===== src/rtl/i2c_slave_regfile_if.sv =====
// Board-level I2C pad signals seen by the register-file slave.
// sda_i is the resolved open-drain line; sda_oe=1 pulls it low.
interface i2c_slave_regfile_if;
    logic scl_i;
    logic sda_i;
    logic sda_oe;

    modport slave  (input scl_i, input sda_i, output sda_oe);
    modport master (output scl_i, output sda_i, input sda_oe);
endinterface


===== src/rtl/i2c_slave_regfile.sv =====
// I2C slave exposing NUM_RW writable and NUM_RO read-only byte registers
// through an auto-incrementing pointer; FSM state is visible on state_o.
module i2c_slave_regfile #(
    parameter logic [6:0] DEV_ADDR   = 7'h3C,
    parameter int         NUM_RW     = 4,
    parameter int         NUM_RO     = 4,
    parameter logic [7:0] RW_RESET   = 8'h00,
    parameter int         FILTER_LEN = 3,
    localparam int NUM_TOT = NUM_RW + NUM_RO,
    localparam int PTR_W   = (NUM_TOT > 1) ? $clog2(NUM_TOT) : 1,
    localparam int RO_W    = 8 * ((NUM_RO > 0) ? NUM_RO : 1)
) (
    input  logic                clk,
    input  logic                rst,
    i2c_slave_regfile_if.slave  bus,
    output logic [8*NUM_RW-1:0] rw_regs_o,
    input  logic [RO_W-1:0]     ro_regs_i,
    output logic                wr_stb_o,
    output logic [PTR_W-1:0]    wr_idx_o,
    output logic                busy_o,
    output logic [3:0]          state_o
);
    typedef enum logic [3:0] {
        S_IDLE, S_DEV_ADDR, S_ADDR_ACK, S_PTR, S_PTR_ACK,
        S_WR_DATA, S_WR_ACK, S_RD_DATA, S_RD_ACK, S_WAIT
    } state_t;

    localparam logic [8:0]       TOT_LIM = 9'(NUM_TOT);
    localparam logic [PTR_W:0]   RW_LIM  = (PTR_W+1)'(NUM_RW);
    localparam logic [PTR_W-1:0] PTR_MAX = PTR_W'(NUM_TOT - 1);

    state_t           state_q, state_d;
    logic [1:0]       sync1_q, sync2_q, filt_q, filt_d1_q;
    logic [3:0]       flt_cnt_q [2];
    logic [6:0]       shift_q;
    logic [7:0]       tx_q;
    logic [7:0]       rw_q [NUM_RW];
    logic [7:0]       all_regs [NUM_TOT];
    logic [7:0]       rx_byte, rd_byte;
    logic [PTR_W-1:0] ptr_q, ptr_nxt, wr_idx_q;
    logic [3:0]       bit_cnt_q, bit_cnt_d;
    logic             sda_oe_q, sda_oe_d, ack_ph_q, ack_ph_d, rd_mode_q, rd_mode_d;
    logic             busy_q, wr_stb_q;
    logic             scl_rise, scl_fall, start_det, stop_det, ptr_is_rw;
    logic             ld_tx, tx_shift, ptr_ld, ptr_inc, wr_en;

    // Bit 1 carries SCL, bit 0 carries SDA; pads idle high.
    always_ff @(posedge clk or negedge rst) begin
        if (!rst) begin
            sync1_q      <= 2'b11;
            sync2_q      <= 2'b11;
            filt_q       <= 2'b11;
            filt_d1_q    <= 2'b11;
            flt_cnt_q[0] <= '0;
            flt_cnt_q[1] <= '0;
        end else begin
            sync1_q   <= {bus.scl_i, bus.sda_i};
            sync2_q   <= sync1_q;
            filt_d1_q <= filt_q;
            for (int i = 0; i < 2; i++) begin
                if (sync2_q[i] == filt_q[i]) begin
                    flt_cnt_q[i] <= '0;
                end else if (flt_cnt_q[i] == 4'(FILTER_LEN - 1)) begin
                    filt_q[i]    <= sync2_q[i];
                    flt_cnt_q[i] <= '0;
                end else begin
                    flt_cnt_q[i] <= flt_cnt_q[i] + 4'd1;
                end
            end
        end
    end

    assign scl_rise  = filt_q[1] & ~filt_d1_q[1];
    assign scl_fall  = ~filt_q[1] & filt_d1_q[1];
    assign start_det = filt_d1_q[0] & ~filt_q[0] & filt_q[1] & filt_d1_q[1];
    assign stop_det  = ~filt_d1_q[0] & filt_q[0] & filt_q[1] & filt_d1_q[1];
    assign rx_byte   = {shift_q, filt_q[0]};
    assign ptr_nxt   = (ptr_q == PTR_MAX) ? '0 : ptr_q + PTR_W'(1);
    assign ptr_is_rw = ({1'b0, ptr_q} < RW_LIM);

    for (genvar k = 0; k < NUM_TOT; k++) begin : g_regs
        if (k < NUM_RW) begin : g_rw
            assign all_regs[k]          = rw_q[k];
            assign rw_regs_o[8*k +: 8]  = rw_q[k];
        end else begin : g_ro
            assign all_regs[k] = ro_regs_i[8*(k-NUM_RW) +: 8];
        end
    end

    always_comb begin
        rd_byte = 8'h00;
        for (int k = 0; k < NUM_TOT; k++)
            if (ptr_q == PTR_W'(k)) rd_byte = all_regs[k];
    end

    always_ff @(posedge clk or negedge rst) begin
        if (!rst) state_q <= S_IDLE;
        else      state_q <= state_d;
    end

    always_comb begin
        state_d   = state_q;
        sda_oe_d  = sda_oe_q;
        bit_cnt_d = bit_cnt_q;
        ack_ph_d  = ack_ph_q;
        rd_mode_d = rd_mode_q;
        ld_tx     = 1'b0;
        tx_shift  = 1'b0;
        ptr_ld    = 1'b0;
        ptr_inc   = 1'b0;
        wr_en     = 1'b0;
        if (stop_det) begin
            state_d  = S_IDLE;
            sda_oe_d = 1'b0;
        end else if (start_det) begin
            state_d   = S_DEV_ADDR;
            sda_oe_d  = 1'b0;
            bit_cnt_d = '0;
            ack_ph_d  = 1'b0;
        end else begin
            case (state_q)
                S_DEV_ADDR, S_PTR, S_WR_DATA: if (scl_rise) begin
                    bit_cnt_d = bit_cnt_q + 4'd1;
                    if (bit_cnt_q == 4'd7) begin
                        bit_cnt_d = '0;
                        ack_ph_d  = 1'b0;
                        if (state_q == S_DEV_ADDR) begin
                            if (rx_byte[7:1] == DEV_ADDR) begin
                                state_d   = S_ADDR_ACK;
                                rd_mode_d = rx_byte[0];
                            end else begin
                                state_d = S_WAIT;
                            end
                        end else if (state_q == S_PTR) begin
                            if ({1'b0, rx_byte} < TOT_LIM) begin
                                state_d = S_PTR_ACK;
                                ptr_ld  = 1'b1;
                            end else begin
                                state_d = S_WAIT;
                            end
                        end else begin
                            // Bytes aimed at RO indices are ACKed but dropped.
                            state_d = S_WR_ACK;
                            wr_en   = ptr_is_rw;
                            ptr_inc = 1'b1;
                        end
                    end
                end
                // First SCL fall starts the ACK pulse, the second ends it.
                S_ADDR_ACK, S_PTR_ACK, S_WR_ACK: if (scl_fall) begin
                    if (!ack_ph_q) begin
                        sda_oe_d = 1'b1;
                        ack_ph_d = 1'b1;
                    end else begin
                        ack_ph_d = 1'b0;
                        sda_oe_d = 1'b0;
                        if (state_q != S_ADDR_ACK) begin
                            state_d = S_WR_DATA;
                        end else if (rd_mode_q) begin
                            state_d  = S_RD_DATA;
                            ld_tx    = 1'b1;
                            sda_oe_d = ~rd_byte[7];
                        end else begin
                            state_d = S_PTR;
                        end
                    end
                end
                S_RD_DATA: begin
                    if (scl_rise) begin
                        bit_cnt_d = bit_cnt_q + 4'd1;
                    end else if (scl_fall) begin
                        if (bit_cnt_q == 4'd8) begin
                            sda_oe_d  = 1'b0;
                            bit_cnt_d = '0;
                            state_d   = S_RD_ACK;
                        end else begin
                            tx_shift = 1'b1;
                            sda_oe_d = ~tx_q[6];
                        end
                    end
                end
                S_RD_ACK: begin
                    if (scl_rise) begin
                        if (filt_q[0]) state_d  = S_WAIT;
                        else           ack_ph_d = 1'b1;
                    end else if (scl_fall && ack_ph_q) begin
                        ack_ph_d = 1'b0;
                        ld_tx    = 1'b1;
                        sda_oe_d = ~rd_byte[7];
                        state_d  = S_RD_DATA;
                    end
                end
                default: ;
            endcase
        end
    end

    always_ff @(posedge clk or negedge rst) begin
        if (!rst) begin
            shift_q   <= '0;
            tx_q      <= '0;
            ptr_q     <= '0;
            wr_idx_q  <= '0;
            wr_stb_q  <= 1'b0;
            bit_cnt_q <= '0;
            sda_oe_q  <= 1'b0;
            ack_ph_q  <= 1'b0;
            rd_mode_q <= 1'b0;
            busy_q    <= 1'b0;
            for (int k = 0; k < NUM_RW; k++) rw_q[k] <= RW_RESET;
        end else begin
            bit_cnt_q <= bit_cnt_d;
            sda_oe_q  <= sda_oe_d;
            ack_ph_q  <= ack_ph_d;
            rd_mode_q <= rd_mode_d;
            wr_stb_q  <= wr_en;
            if (scl_rise) shift_q <= rx_byte[6:0];
            if (ld_tx)         tx_q <= rd_byte;
            else if (tx_shift) tx_q <= {tx_q[6:0], 1'b0};
            if (ptr_ld)                ptr_q <= rx_byte[PTR_W-1:0];
            else if (ptr_inc || ld_tx) ptr_q <= ptr_nxt;
            if (wr_en) wr_idx_q <= ptr_q;
            for (int k = 0; k < NUM_RW; k++)
                if (wr_en && ptr_q == PTR_W'(k)) rw_q[k] <= rx_byte;
            if (stop_det)       busy_q <= 1'b0;
            else if (start_det) busy_q <= 1'b1;
        end
    end

    assign bus.sda_oe = sda_oe_q;
    assign wr_stb_o   = wr_stb_q;
    assign wr_idx_o   = wr_idx_q;
    assign busy_o     = busy_q;
    assign state_o    = state_q;
endmodule


===== src/flat_wrapper.sv =====
// flat-port wrapper written by rule: the top's interface ports become plain ports
module i2c_slave_regfile_flat 
#(
    parameter logic [6:0] DEV_ADDR   = 7'h3C,
    parameter int         NUM_RW     = 4,
    parameter int         NUM_RO     = 4,
    parameter logic [7:0] RW_RESET   = 8'h00,
    parameter int         FILTER_LEN = 3,
    localparam int NUM_TOT = NUM_RW + NUM_RO,
    localparam int PTR_W   = (NUM_TOT > 1) ? $clog2(NUM_TOT) : 1,
    localparam int RO_W    = 8 * ((NUM_RO > 0) ? NUM_RO : 1)
)
  (clk, rst, rw_regs_o, ro_regs_i, wr_stb_o, wr_idx_o, busy_o, state_o, bus_scl_i, bus_sda_i, bus_sda_oe);
  i2c_slave_regfile_if bus_i ();
  input  logic clk;
  input  logic rst;
  output logic [8*NUM_RW-1:0] rw_regs_o;
  input  logic [RO_W-1:0] ro_regs_i;
  output logic wr_stb_o;
  output logic [PTR_W-1:0] wr_idx_o;
  output logic busy_o;
  output logic [3:0] state_o;
  input wire logic [$bits(bus_i.scl_i)-1:0] bus_scl_i;
  input wire logic [$bits(bus_i.sda_i)-1:0] bus_sda_i;
  output wire logic [$bits(bus_i.sda_oe)-1:0] bus_sda_oe;
  assign bus_i.scl_i = bus_scl_i;
  assign bus_i.sda_i = bus_sda_i;
  assign bus_sda_oe = bus_i.sda_oe;
  i2c_slave_regfile #(.DEV_ADDR(DEV_ADDR), .NUM_RW(NUM_RW), .NUM_RO(NUM_RO), .RW_RESET(RW_RESET), .FILTER_LEN(FILTER_LEN)) u_core (.clk(clk), .rst(rst), .bus(bus_i), .rw_regs_o(rw_regs_o), .ro_regs_i(ro_regs_i), .wr_stb_o(wr_stb_o), .wr_idx_o(wr_idx_o), .busy_o(busy_o), .state_o(state_o));
endmodule

===== config.mk =====
export PLATFORM = sky130hd
export DESIGN_NAME = i2c_slave_regfile_flat
export DESIGN_NICKNAME = d
export VERILOG_FILES = /design/src/rtl/i2c_slave_regfile_if.sv /design/src/rtl/i2c_slave_regfile.sv /design/src/flat_wrapper.sv
export SDC_FILE = /design/constraint.sdc
export NUM_CORES = 1
export LEC_CHECK = 0
export CELL_PAD_IN_SITES_DETAIL_PLACEMENT = 0
export CELL_PAD_IN_SITES_GLOBAL_PLACEMENT = 1
export CORE_AREA = 2 2 109 111
export DETAILED_ROUTE_END_ITERATION = 8
export DIE_AREA = 0 0 111 113
export HOLD_SLACK_MARGIN = 0.05
export PLACE_DENSITY = 0.88
export SLEW_MARGIN = 20
export SYNTH_ARGS = -nofsm -noshare
export SYNTH_HDL_FRONTEND = slang
export SYNTH_SLANG_ARGS = --single-unit

===== constraint.sdc =====
create_clock -name clk -period 3 [get_ports clk]
set_clock_uncertainty 0.2 [all_clocks]
set_input_delay 0.6 -clock clk [delete_from_list [all_inputs] [get_ports clk]]
set_output_delay 0.6 -clock clk [all_outputs]
set_load 0.01 [all_outputs]

# Word level (Yosys, flattened, before mapping)
# Index checks and enable logic that the tools add are counted.
# classes
add_sub_neg	4
order_cmp	2
eq_ne	41
n_mux	103
bitwise_logic	18
reduce_logical	23
# op_table
op	n
$mux 4	27
$mux 8	8
$mux 1	57
$ne 4x1->1 const B	10
$eq 4x3->1 const B	5
$eq 4x2->1 const B	4
$pmux 4 s4	1
$mux 7	2
$reduce_and 7->1	2
$add 4x1->4 const B	3
$eq 3x3->1 const B	4
$mux 3	4
$ne 4x4->1 const B	3
$not 1->1	10
$reduce_and 10->1	1
$ne 3x1->1 const B	3
$and 1x1->1	8
$eq 4x4->1 const B	2
$lt 8x4->1 const B	1
$pmux 4 s2	1
$eq 7x6->1 const B	1
$eq 3x2->1 const B	2
$pmux 1 s3	2
$reduce_and 6->1	1
20 further kinds	29
# totals
ff_bits	81
output_inout_bits	42
wordCells	213

# Logic depth before layout (Yosys ltp)
# Gate-level depths: netlist of the first run.
# logic_depth
ltp_word	17
ltp_mapped	11

# Least setup slack after synthesis of the first run
# No wires, ideal clock.
# synth_path
kind	register to register
from	register u_core.filt_d1_q[1]
to	register u_core.ptr_q[2]
arrival_ns	2.222
required_time_ns	2.675
path_slack_ns	0.453
stages_incl_launch_ff	10
synth_period_minus_slack_ns	2.547
cell_sequence	dfstp_2 > inv_1 > ha_1 > clkbuf_1 > nor3b_1 > a31oi_1 > nor4_2 > a21oi_1 > mux2i_1 > mux2_4
# synth_via
elab_cells_between_ends	23
classes_between	15 x mux; 5 x bitwise; 3 x reduce/logical
# synth_rtl
element	line_no	text
start: declaration	i2c_slave_regfile.sv:33	logic [1:0] sync1_q, sync2_q, filt_q, filt_d1_q;
start signal: assignment	i2c_slave_regfile.sv:59	filt_d1_q <= filt_q;
$not 1->1 *	i2c_slave_regfile.sv:73	assign scl_rise = filt_q[1] & ~filt_d1_q[1];
$and 1x1->1 *	i2c_slave_regfile.sv:73	
via u_core.scl_rise	i2c_slave_regfile.sv:44	logic scl_rise, scl_fall, start_det, stop_det, ptr_is_rw;
$mux 1 (on tied branches)	i2c_slave_regfile.sv:183, i2c_slave_regfile.sv:122	
$pmux 1 s2 / $mux 1 (equally long branches)	i2c_slave_regfile.sv:121	case (state_q)
$mux 1	i2c_slave_regfile.sv:115	end else if (start_det) begin
$mux 1	i2c_slave_regfile.sv:112	if (stop_det) begin
$logic_or 1x1->1	i2c_slave_regfile.sv:221	else if (ptr_inc || ld_tx) ptr_q <= ptr_nxt;
$reduce_bool 2->1 (no source line)	n/a	
end signal: assignment	i2c_slave_regfile.sv:220	if (ptr_ld) ptr_q <= rx_byte[PTR_W-1:0];
end signal: assignment	i2c_slave_regfile.sv:221	
end: declaration	i2c_slave_regfile.sv:40	logic [PTR_W-1:0] ptr_q, ptr_nxt, wr_idx_q;
# Mark *: on every way through the listed nets, which the timed path passes. The rest lies on a longest branch.
# A chain may end at the register's enable or synchronous reset.

# Worst setup path in the final report of the first run
# layout_path
from	register u_core.state_q[0] (netlist: u_core.state_o[0])
to	output port state_o[0]
# layout_rtl
element	line_no	text
start: declaration	i2c_slave_regfile.sv:32	state_t state_q, state_d;
start signal: assignment	i2c_slave_regfile.sv:98	else state_q <= state_d;
end: declaration	flat_wrapper.sv:22	output logic [3:0] state_o;
# No word-level cell between the ends.

==> summary.txt, run 1 <==
Status - finished clean
DRC - 0
Placer Congestion - 0.920
Pre-CTS setup slack - 0.476 ns
Via count - 3921
Final Max Tran Viols - 0
Share of cells above drive strength 1 - 17.2%
Critical Path Sink - state_o[0]
Top cells by area, synth - dfrtp_1, mux2_2, a21oi_1, dfstp_2, ha_1
Worst R2R Path Depth - 6
Multi-input gate area - 2290 um^2
CP endpoint kind - output port
Storage cell area - 2040 um^2
Detailed placer's ending HPWL - 9170 um
Max Clk Rate - 385 MHz
Critical path class - reg2out
Type of origin of the critical path - flip-flop
Cts bufs inserted - 9
Post-layout nets - 592
RR Startpoint - u_core.filt_q[1]
Worst hold path class - in2async
Post-synth top area share - 40.2%
P&R area growth vs syn - 28.1%
WL per Instance - 18.2 um
Number of setup buffers added after CTS - 0
Critical path peak fanout - 16
Syn Area/Cell - 9.78 um^2
Die extent in x - 111 um
DRT iter0 DRCs - 172
Maximum clock path buffer count - 2
Die area - 12500 um^2
Vias per cell - 5.68
Synth async-reset ratio - 100%
Worst Tran Pin Value - 0.659 ns
Fillcell total - 1009
Crit Reg-Reg Endpoint - u_core.rw_regs_o[12]
Port bufs - 77
Arrival time worst endpoint - 1.80 ns
Top FF cell, synth - dfrtp_1
Initial core utilization - 40.3%
First-pass GRT wire length - 20500 um
Top-count cell post-synth - dfrtp_1
Critical Path Start - u_core.state_o[0]
Final min period - 2.60 ns
Vias in the first global route - 3962
Mapped cell area - 4540 um^2
Rows - 39
Sw Ratio - 37.5%
# hold bufs at CTS - 0
Initial antenna violation count - 0
Data required time of the critical path - 2.20 ns
Number of synthesized flops with an enable pin - 0
Top cell type by total area after synthesis - dfrtp_1
Die height - 113 um
Clk root buf - clkbuf_16
Relative slew slack - 56.1%
Register area share after synthesis - 44.9%
Flop2flop setup slack - 0.42 ns
Max IR drop VDD - 0.000491 V
TritonCTS clock tree - done
Leak - 0.00250 uW
Clock sinks - 81
Clock share of power - 27.0%
Syn Nets - 514
Largest net degree at the start of global routing - 47
Synth cell types - 62
Core Box Area - 11300 um^2
Setup WS post-layout - 0.405 ns
Sw Pwr - 1600 uW
Pint - 2670 uW
Number of max-cap violations - 0
Final Cycle Share - 86.5%
Drt total wl - 12500 um
H-tree levels - 3
Post-Syn Instances - 464
Post-CTS Resized - 0
Final Hold Vio Count - 0
Hold WS - 0.0705 ns
I/O pin count - 78
RSZ-0062 raised after global routing - false
Sequential Power Share - 38.3%
Post-Route Setup TNS - 0 ns
Most instantiated cells after synthesis - dfrtp_1, a21oi_1, mux2_2
Power share of the combinational group - 34.7%
Post-synthesis register bit count - 81
Clk_lat worst skew - 0.34 ns
Total inserted antenna cells - 0
Tot GR Track Use - 20.3%
DRT Pass-1 Iters - 5
Clock transition at path regs - 0.06 ns
Total power - 4270 uW
Pwr Density - 735 nW/um^2
Synth warn - 0
Routed Antenna Nets - 0
Setup violations, final - 0
Total grt overflow - 0
-- registers in the layout, summed over array words and instances, names as in the netlist, 2 cells and up --
signal	count
u_core.state_o	4
u_core.sync1_q	2
u_core.shift_q	7
u_core.tx_q	7
u_core.flt_cnt_q	8
u_core.bit_cnt_q	4
u_core.rw_regs_o	32
u_core.sync2_q	2
u_core.wr_idx_o	3
u_core.filt_d1_q	2
u_core.filt_q	2
u_core.ptr_q	3
-- how the worst min path moves through the flow --
stage                            from              endpoint  slack (ns)  depth (start not counted)
CTS                               rst   u_core.rw_regs_o[1]        0.09                          1
floorplan                         rst       u_core.ack_ph_q        0.10                          0
global route                      rst  u_core.rw_regs_o[18]        0.11                          1
finish                            rst   u_core.rw_regs_o[5]        0.07                          1
detailed placement  u_core.sync1_q[1]     u_core.sync2_q[1]        0.15                          0
global placement    u_core.sync1_q[0]     u_core.sync2_q[0]        0.15                          0
-- cell families (layout without fill, tap and decap cells) --
family | count (synthesis) | after routing | synth area share, %
flops | 81 | 81 | 44.9
buf+inv | 52 | 135 | 4.69
simple gates | 134 | 134 | 15.6
compound gates | 126 | 126 | 17.3
mux | 49 | 49 | 12.1
xor+xnor | 8 | 8 | 1.54
fa+ha+maj | 14 | 14 | 3.86
-- stage by stage --
stage          cell area (um^2)  cells  util [%]
6_report                   5820    690      51.6
5_1_grt                    5820    690      51.6
4_1_cts                    5820    690      51.6
3_5_place_dp               5500    674      48.8
3_3_place_gp               5500    674      48.8
2_1_floorplan              4540    464         -
-- worst max-delay path, cell delays in order (launching register included) --
cell and delay (ns):
dfrtp_1 0.65, buf_4 0.27, clkdlybuf4s50_1 0.55
-- layer usage --
layer | track usage, % | routed length (um) | vias up
met5 | 0 | 0 | -
met4 | 8.50 | 252 | 0
met3 | 2.79 | 589 | 19
met2 | 31.5 | 5990 | 116
met1 | 28.8 | 5710 | 1936
li1 | - | - | 1850
-- power by group through the flow --
stage | sequential (uW) | clock [uW] | combinational [uW]
2_1_floorplan | 1530 | 0 | 1050
3_3_place_gp | 1640 | 0 | 1440
3_5_place_dp | 1650 | 0 | 1470
4_1_cts | 1630 | 1170 | 1480
5_1_grt | 1680 | 1220 | 1640
6_report | 1640 | 1150 | 1480
-- area by class of cell --
class	count	area share [%]
repair buffers	96	15.7
well taps	143	3.08
flip-flops and latches	81	35.0
inverters	23	1.48
clock inverters	6	1.27
multi-input cells	331	39.4
clock buffers	10	4.11
-- cell usage in the layout, fill, tap and decap left out, drive strengths merged, types with 8 or more instances in the layout --
cell | netlist | final
nor2 | 31 | 31
buf | 10 | 20
clkbuf | 19 | 10
dfstp | 8 | 8
ha | 14 | 14
inv | 23 | 26
nand2b | 11 | 11
o22ai | 10 | 10
nand3 | 17 | 17
nand2 | 32 | 32
mux2 | 44 | 44
a211oi | 12 | 12
o21ai | 25 | 25
clkdlybuf4s50 | 0 | 76
dfrtp | 73 | 73
a21oi | 44 | 44
Power figures use the tool's default switching activity.
==> run 2: changes to the inputs <==
--- a/config.mk
+++ b/config.mk
@@ -8,6 +8,7 @@
 export CELL_PAD_IN_SITES_DETAIL_PLACEMENT = 0
 export CELL_PAD_IN_SITES_GLOBAL_PLACEMENT = 1
 export CORE_AREA = 2 2 109 111
+export CTS_CLUSTER_SIZE = 25
 export DETAILED_ROUTE_END_ITERATION = 8
 export DIE_AREA = 0 0 111 113
 export HOLD_SLACK_MARGIN = 0.05
==> results of run 2 <==
Same layout as run 1: the final DEF is identical, and so are final timing and power.
